## src/rtl/radix4_mul_pkg.sv

```systemverilog
// Shared types and helpers for the radix-4 sequential multiplier.
package radix4_mul_pkg;

  localparam int DIG_W   = 2;
  localparam int DEF_A_W = 8;
  localparam int DEF_B_W = 8;
  localparam int MAX_B_W = 64;

  typedef enum logic [1:0] {
    ST_IDLE,
    ST_ISSUE,
    ST_DRAIN,
    ST_DONE
  } state_t;

  // Callers zero-extend their multiplier to MAX_B_W before selecting a digit.
  function automatic logic [DIG_W-1:0] digit_sel(input logic [MAX_B_W-1:0] b, input int idx);
    return b[DIG_W*idx +: DIG_W];
  endfunction

endpackage

```

## src/rtl/radix4_ret_tracker.sv

```systemverilog
// Tracks partial-product returns: PP_LAT-deep valid delay line behind the issue strobe,
// plus the index of the digit whose product is currently returning.
module radix4_ret_tracker
  import radix4_mul_pkg::*;
#(
  parameter int PP_LAT = 1,
  parameter int CNT_W  = 2
) (
  input  logic             clk_i,
  input  logic             rst_i,
  input  logic             issue_i,
  input  logic             start_i,
  output logic             ret_valid_o,
  output logic [CNT_W-1:0] ret_idx_o
);

  logic [CNT_W-1:0] ret_cnt_q;

  generate
    if (PP_LAT == 0) begin : g_bypass
      // Unit is combinational: the product comes back in the issue cycle.
      assign ret_valid_o = issue_i;
    end else begin : g_delay
      logic [PP_LAT-1:0] vld_q;

      always_ff @(posedge clk_i) begin
        if (rst_i) begin
          vld_q <= '0;
        end else begin
          vld_q[0] <= issue_i;
          for (int i = 1; i < PP_LAT; i++) begin
            vld_q[i] <= vld_q[i-1];
          end
        end
      end

      assign ret_valid_o = vld_q[PP_LAT-1];
    end
  endgenerate

  always_ff @(posedge clk_i) begin
    if (rst_i) begin
      ret_cnt_q <= '0;
    end else if (start_i) begin
      ret_cnt_q <= '0;
    end else if (ret_valid_o) begin
      ret_cnt_q <= ret_cnt_q + 1'b1;
    end
  end

  assign ret_idx_o = ret_cnt_q;

endmodule

```

## src/rtl/radix4_mul_seq.sv

```systemverilog
// Sequencer driving a shared radix-4 partial-product unit to form an A_W x B_W product.
// Optional perf counters (perf_ops_o, perf_stall_o) under RADIX4_MUL_PERF_CNT_EN.
//
// state    | meaning
// ST_IDLE  | ready for an operand pair
// ST_ISSUE | one B digit per cycle to the partial-product unit, LSB first
// ST_DRAIN | waiting for the remaining in-flight partial products
// ST_DONE  | product held on rsp_prod_o until rsp_ready_i
module radix4_mul_seq
  import radix4_mul_pkg::*;
#(
  parameter int A_W    = DEF_A_W,
  parameter int B_W    = DEF_B_W,
  parameter int PP_LAT = 1
) (
  input  logic               clk_i,
  input  logic               rst_i,
  input  logic               req_valid_i,
  output logic               req_ready_o,
  input  logic [A_W-1:0]     req_a_i,
  input  logic [B_W-1:0]     req_b_i,
  output logic [A_W-1:0]     pp_a_o,
  output logic [DIG_W-1:0]   pp_b_o,
  output logic               pp_issue_o,
  input  logic [A_W+1:0]     pp_i,
  output logic               rsp_valid_o,
  input  logic               rsp_ready_i,
  output logic [A_W+B_W-1:0] rsp_prod_o,
  output logic               busy_o
`ifdef RADIX4_MUL_PERF_CNT_EN
  ,
  output logic [31:0]        perf_ops_o,
  output logic [31:0]        perf_stall_o
`endif
);

  localparam int NUM_DIG = B_W / DIG_W;
  localparam int PROD_W  = A_W + B_W;
  localparam int CNT_W   = (NUM_DIG > 1) ? $clog2(NUM_DIG) : 1;
  localparam logic [CNT_W-1:0] LAST_DIG = CNT_W'(NUM_DIG - 1);

  state_t            state_q, state_d;
  logic [A_W-1:0]    a_q;
  logic [B_W-1:0]    b_q;
  logic [PROD_W-1:0] acc_q;
  logic [CNT_W-1:0]  issue_cnt_q;
  logic              accept;
  logic              ret_valid;
  logic [CNT_W-1:0]  ret_idx;
  logic [PROD_W-1:0] pp_shifted;

  radix4_ret_tracker #(
    .PP_LAT (PP_LAT),
    .CNT_W  (CNT_W)
  ) u_ret_tracker (
    .clk_i       (clk_i),
    .rst_i       (rst_i),
    .issue_i     (pp_issue_o),
    .start_i     (accept),
    .ret_valid_o (ret_valid),
    .ret_idx_o   (ret_idx)
  );

  assign accept     = req_valid_i && req_ready_o;
  // Carry-out of the top partial product above PROD_W is always zero, so truncation is safe.
  assign pp_shifted = PROD_W'(pp_i) << {ret_idx, 1'b0};

  always_comb begin
    state_d     = state_q;
    req_ready_o = 1'b0;
    pp_issue_o  = 1'b0;
    pp_a_o      = '0;
    pp_b_o      = '0;
    rsp_valid_o = 1'b0;
    rsp_prod_o  = '0;
    busy_o      = 1'b0;
    case (state_q)
      ST_IDLE: begin
        req_ready_o = 1'b1;
        if (req_valid_i) state_d = ST_ISSUE;
      end
      ST_ISSUE: begin
        pp_issue_o = 1'b1;
        pp_a_o     = a_q;
        pp_b_o     = digit_sel(MAX_B_W'(b_q), int'(issue_cnt_q));
        busy_o     = 1'b1;
        if (issue_cnt_q == LAST_DIG) state_d = (PP_LAT > 0) ? ST_DRAIN : ST_DONE;
      end
      ST_DRAIN: begin
        busy_o = 1'b1;
        if (ret_valid && (ret_idx == LAST_DIG)) state_d = ST_DONE;
      end
      ST_DONE: begin
        rsp_valid_o = 1'b1;
        rsp_prod_o  = acc_q;
        if (rsp_ready_i) state_d = ST_IDLE;
      end
      default: state_d = ST_IDLE;
    endcase
  end

  always_ff @(posedge clk_i) begin
    if (rst_i) begin
      state_q     <= ST_IDLE;
      a_q         <= '0;
      b_q         <= '0;
      acc_q       <= '0;
      issue_cnt_q <= '0;
    end else begin
      state_q <= state_d;
      if (accept) begin
        a_q         <= req_a_i;
        b_q         <= req_b_i;
        acc_q       <= '0;
        issue_cnt_q <= '0;
      end else begin
        if (state_q == ST_ISSUE) issue_cnt_q <= issue_cnt_q + 1'b1;
        if (ret_valid) acc_q <= acc_q + pp_shifted;
      end
    end
  end

`ifdef RADIX4_MUL_PERF_CNT_EN
  always_ff @(posedge clk_i) begin
    if (rst_i) begin
      perf_ops_o   <= '0;
      perf_stall_o <= '0;
    end else if (state_q == ST_DONE) begin
      if (rsp_ready_i) perf_ops_o <= perf_ops_o + 32'd1;
      else             perf_stall_o <= perf_stall_o + 32'd1;
    end
  end
`endif

endmodule

```

## config.mk

```make
export PLATFORM = sky130hd
export DESIGN_NAME = radix4_mul_seq
export DESIGN_NICKNAME = d
export VERILOG_FILES = /design/src/rtl/radix4_mul_pkg.sv /design/src/rtl/radix4_ret_tracker.sv /design/src/rtl/radix4_mul_seq.sv
export SDC_FILE = /design/constraint.sdc
export NUM_CORES = 1
export LEC_CHECK = 0
export CAP_MARGIN = 25
export CORE_ASPECT_RATIO = 1.75
export CORE_UTILIZATION = 40
export CTS_CLUSTER_DIAMETER = 40
export CTS_CLUSTER_SIZE = 12
export DETAILED_ROUTE_END_ITERATION = 6
export PLACE_DENSITY_LB_ADDON = 0.2
export SYNTH_ARGS = -nofsm -noshare
export SYNTH_HDL_FRONTEND = slang
export SYNTH_SLANG_ARGS = --single-unit
```

## constraint.sdc

```tcl
create_clock -name clk_i -period 4.7 [get_ports clk_i]
set_input_delay 0.94 -clock clk_i [delete_from_list [all_inputs] [get_ports clk_i]]
set_output_delay 0.94 -clock clk_i [all_outputs]
set_load 0.01 [all_outputs]
```

==> results_dict.tcl <==
set metrics [dict create \
    crit_path_end_kind "flop" \
    postSynthCellCount 333 \
    antennaDiodeCount 0 \
    maximum_number_of_pins_on_one_net_before_global_route_repair 27 \
    most_common_cell_after_layout_fill_and_taps_aside "clkdlybuf4s50_1" \
    post_route_setup_tns_ns 0 \
    post_cts.resized_instances 0 \
    routabilityCongestion 0.913 \
    detail_route.wl_per_cell_um 14.5 \
    critPathLaunchType "input pin" \
    syn-mean-instance-area_um2 8.12 \
    yosys.area_share.adder_pct 10.5 \
    initial_antenna_violation_count 0 \
    syn_nets 385 \
    cts_htree_levels 2 \
    drive_above_1_share_pct 5.71 \
    detailedRoute.firstIterationViolations 74 \
    drc 0 \
    totalWireLength_um 6770 \
    numClockSinks 39 \
    power_per_cell_area_nw_per_um2 367 \
    leakage_uw 0.00137 \
    netlist_top_cells_area "dfxtp_1 29%, ha_1 9.7%, mux2i_1 9.6%, nand2_1 6.9%, and2_1 6.0%" \
    worstSetupPathType "in -> reg" \
    vdd.ir_drop.worst_mv 0.298 \
    post_cts_repair_timing_setup_buffer_count 0 \
    synth_top_cell_area_share_pct 28.9 \
    fp.dieArea_um2 7110 \
    min-delay-path-class "reg -> reg" \
    area_growth_syn_to_layout_pct 29.0 \
    worst_slew_pin_slew_ns 0.929 \
    final_period_minus_worst_setup_slack_ns 3.44 \
    num-fill-cells 662 \
    clk_root_buffer_cell "clkbuf_16" \
    syn_area_um2 2700 \
    io-pin-count 60 \
    firstDrtPassIters 4 \
    yosys_warnings 0 \
    max-cap-violations 0 \
    cts_tree "built" \
    slew_violations 0 \
    yosys_reg_bits 39 \
    vias_in_the_first_global_route 2472 \
    initial_core_utilization_pct 41.4 \
    finClkSkew_ns 0.00628 \
    hold_ws_ns 0.450 \
    grt_remaining_overflow 0 \
    share_of_the_yosys_chip_area_belonging_to_registers_pct 28.9 \
    synth_xor_area_share_pct 3.89 \
    dr_total_vias 2450 \
    cts_max_path_buffers 2 \
    synthSimpleGateAreaFrac_pct 25.3 \
    num-nets-final 436 \
    grt_use_total_pct 20.3 \
    numPortBuffers 59 \
    outcome "finished clean" \
    hpwlAfterDp_um 5010 \
    timing.critical_path.fanout_max 4 \
    synth.area.mux_share_pct 12.1 \
    synth_top_family_by_area "simple AND/OR/NAND/NOR gates" \
    yosys.cell_types.count 50 \
    vias_per_cell 5.25 \
    final-setup-viol-count 0 \
    worstSkewPairLatency_ns 0.29 \
    cp.arrival_ns 3.58 \
    clk_pin_slew_worst_paths_ns 0.06 \
    number_of_cell_rows 39 \
    netlist.top_cell.by_area "dfxtp_1" \
    grt_setup_unrepaired "false" \
    core_region_area_um2 6540 \
    report.final.hold_viol_count 0 \
    synth-compound-area-share_pct 14.7 \
    post-route-period-util_pct 73.3 \
    die_width_um 64.2 \
    chipHeight_um 111 \
    final_cell_mix "59 x clkdlybuf4s50_1, 50 x nand2_1, 39 x dfxtp_1, 32 x a21oi_1, 27 x nor2_1" \
    cts_hold_buffers 0 \
    achievable_freq_mhz 290 \
    first_pass_grt_wire_length_um 11200 \
    numCtsBuffers 5 \
    drt.antenna.violating_nets 0 \
    max_slew_headroom_pct 38.0 \
    cp_data_required_time_ns 4.84 \
]
## worst paths after layout
kind | startpoint | to | slack [ns] | cells after the start
worst max register to register | u_ret_tracker.ret_idx_o[0] | acc_q[14] | 1.50 | 9
worst min-delay path | b_q[4] | b_q[4] | 0.45 | 2
worst max-delay path | pp_i[1] | acc_q[14] | 1.26 | 9
worst min register to register | b_q[4] | b_q[4] | 0.45 | 2
## power by group
group / switching (µW) / leakage (µW) / internal, µW
clock network: 142 / 0.0000761 / 226
logic: 252 / 0.000974 / 223
registers: 57.7 / 0.000318 / 379
## critical path, stage by stage
cell             delay (ns)
clkdlybuf4s50_1        0.51
nor3b_1                0.41
fa_1                   0.34
a21oi_2                0.08
o211a_1                0.25
or4_1                  0.49
a31oi_1                0.23
mux2i_1                0.22
o311ai_1               0.11
## state kept, by name, indices dropped and copies added (netlist names)
| signal | count |
|---|---|
| u_ret_tracker.ret_valid_o | 1 |
| state_q | 2 |
| a_q | 8 |
| b_q | 8 |
| acc_q | 16 |
| issue_cnt_q | 2 |
| u_ret_tracker.ret_idx_o | 2 |
## final cells by class
| type | count | area [µm²] | area share [%] |
|---|---|---|---|
| inverters | 9 | 33.8 | 0.968 |
| repair buffers | 62 | 613 | 17.6 |
| clock inverters | 1 | 7.51 | 0.215 |
| clock buffers | 7 | 153 | 4.38 |
| well taps | 82 | 103 | 2.94 |
| flip-flops and latches | 39 | 781 | 22.4 |
| multi-input cells | 267 | 1800 | 51.5 |
## cell families (layout without fill, tap and decap cells)
logic type      Yosys count  after routing
fa+ha+maj                22             22
xor+xnor                 12             12
compound gates           66             66
simple gates            137            137
buf+inv                  27             79
mux                      30             30
flops                    39             39
## synthesized netlist by cell type, drive strengths merged
cell and number:
a221oi 1, nor2 27, inv 9, a21oi 33, buf 6, nor3b 6, nand4b 2, ha 21
nand4 3, o311ai 2, mux2 2, or2b 1, clkbuf 12, nand2 52, a31oi 1, nand3b 1
xor2 6, o22ai 1, nor2b 4, nand3 3, nor3 5, o21ai 11, o21bai 1, o31ai 1
a21o 6, mux2i 26, or3 1, and2 26, o211ai 2, xnor2 6, a211o 1, or4 1
and3 4, o211a 1, fa 1, mux4 2, a22o 2, a211oi 3, and4bb 1, dfxtp 39
## routing by layer
layer | part of all wire, % | vias up | track usage [%]
met4 | 2.2 | 0 | 8.44
met1 | 40 | 1134 | 21.1
met3 | 3.7 | 9 | 3.70
met2 | 54 | 54 | 38.3
met5 | 0 | - | 0
li1 | - | 1253 | -
## stage by stage
stage | setup WS, ns | utilization [%] | instance area, µm² | total power, µW | cells
3_3_place_gp | 0.984 | 50.9 | 3330 | 918 | 459
2_1_floorplan | 1.72 | - | 2700 | 767 | 333
4_1_cts | 1.23 | 53.3 | 3490 | 1300 | 467
5_1_grt | 1.08 | 53.3 | 3490 | 1370 | 467
3_5_place_dp | 0.938 | 50.9 | 3330 | 924 | 459
6_report | 1.26 | 53.3 | 3490 | 1280 | 467
Note: power is estimated with default switching activity, not from simulation.
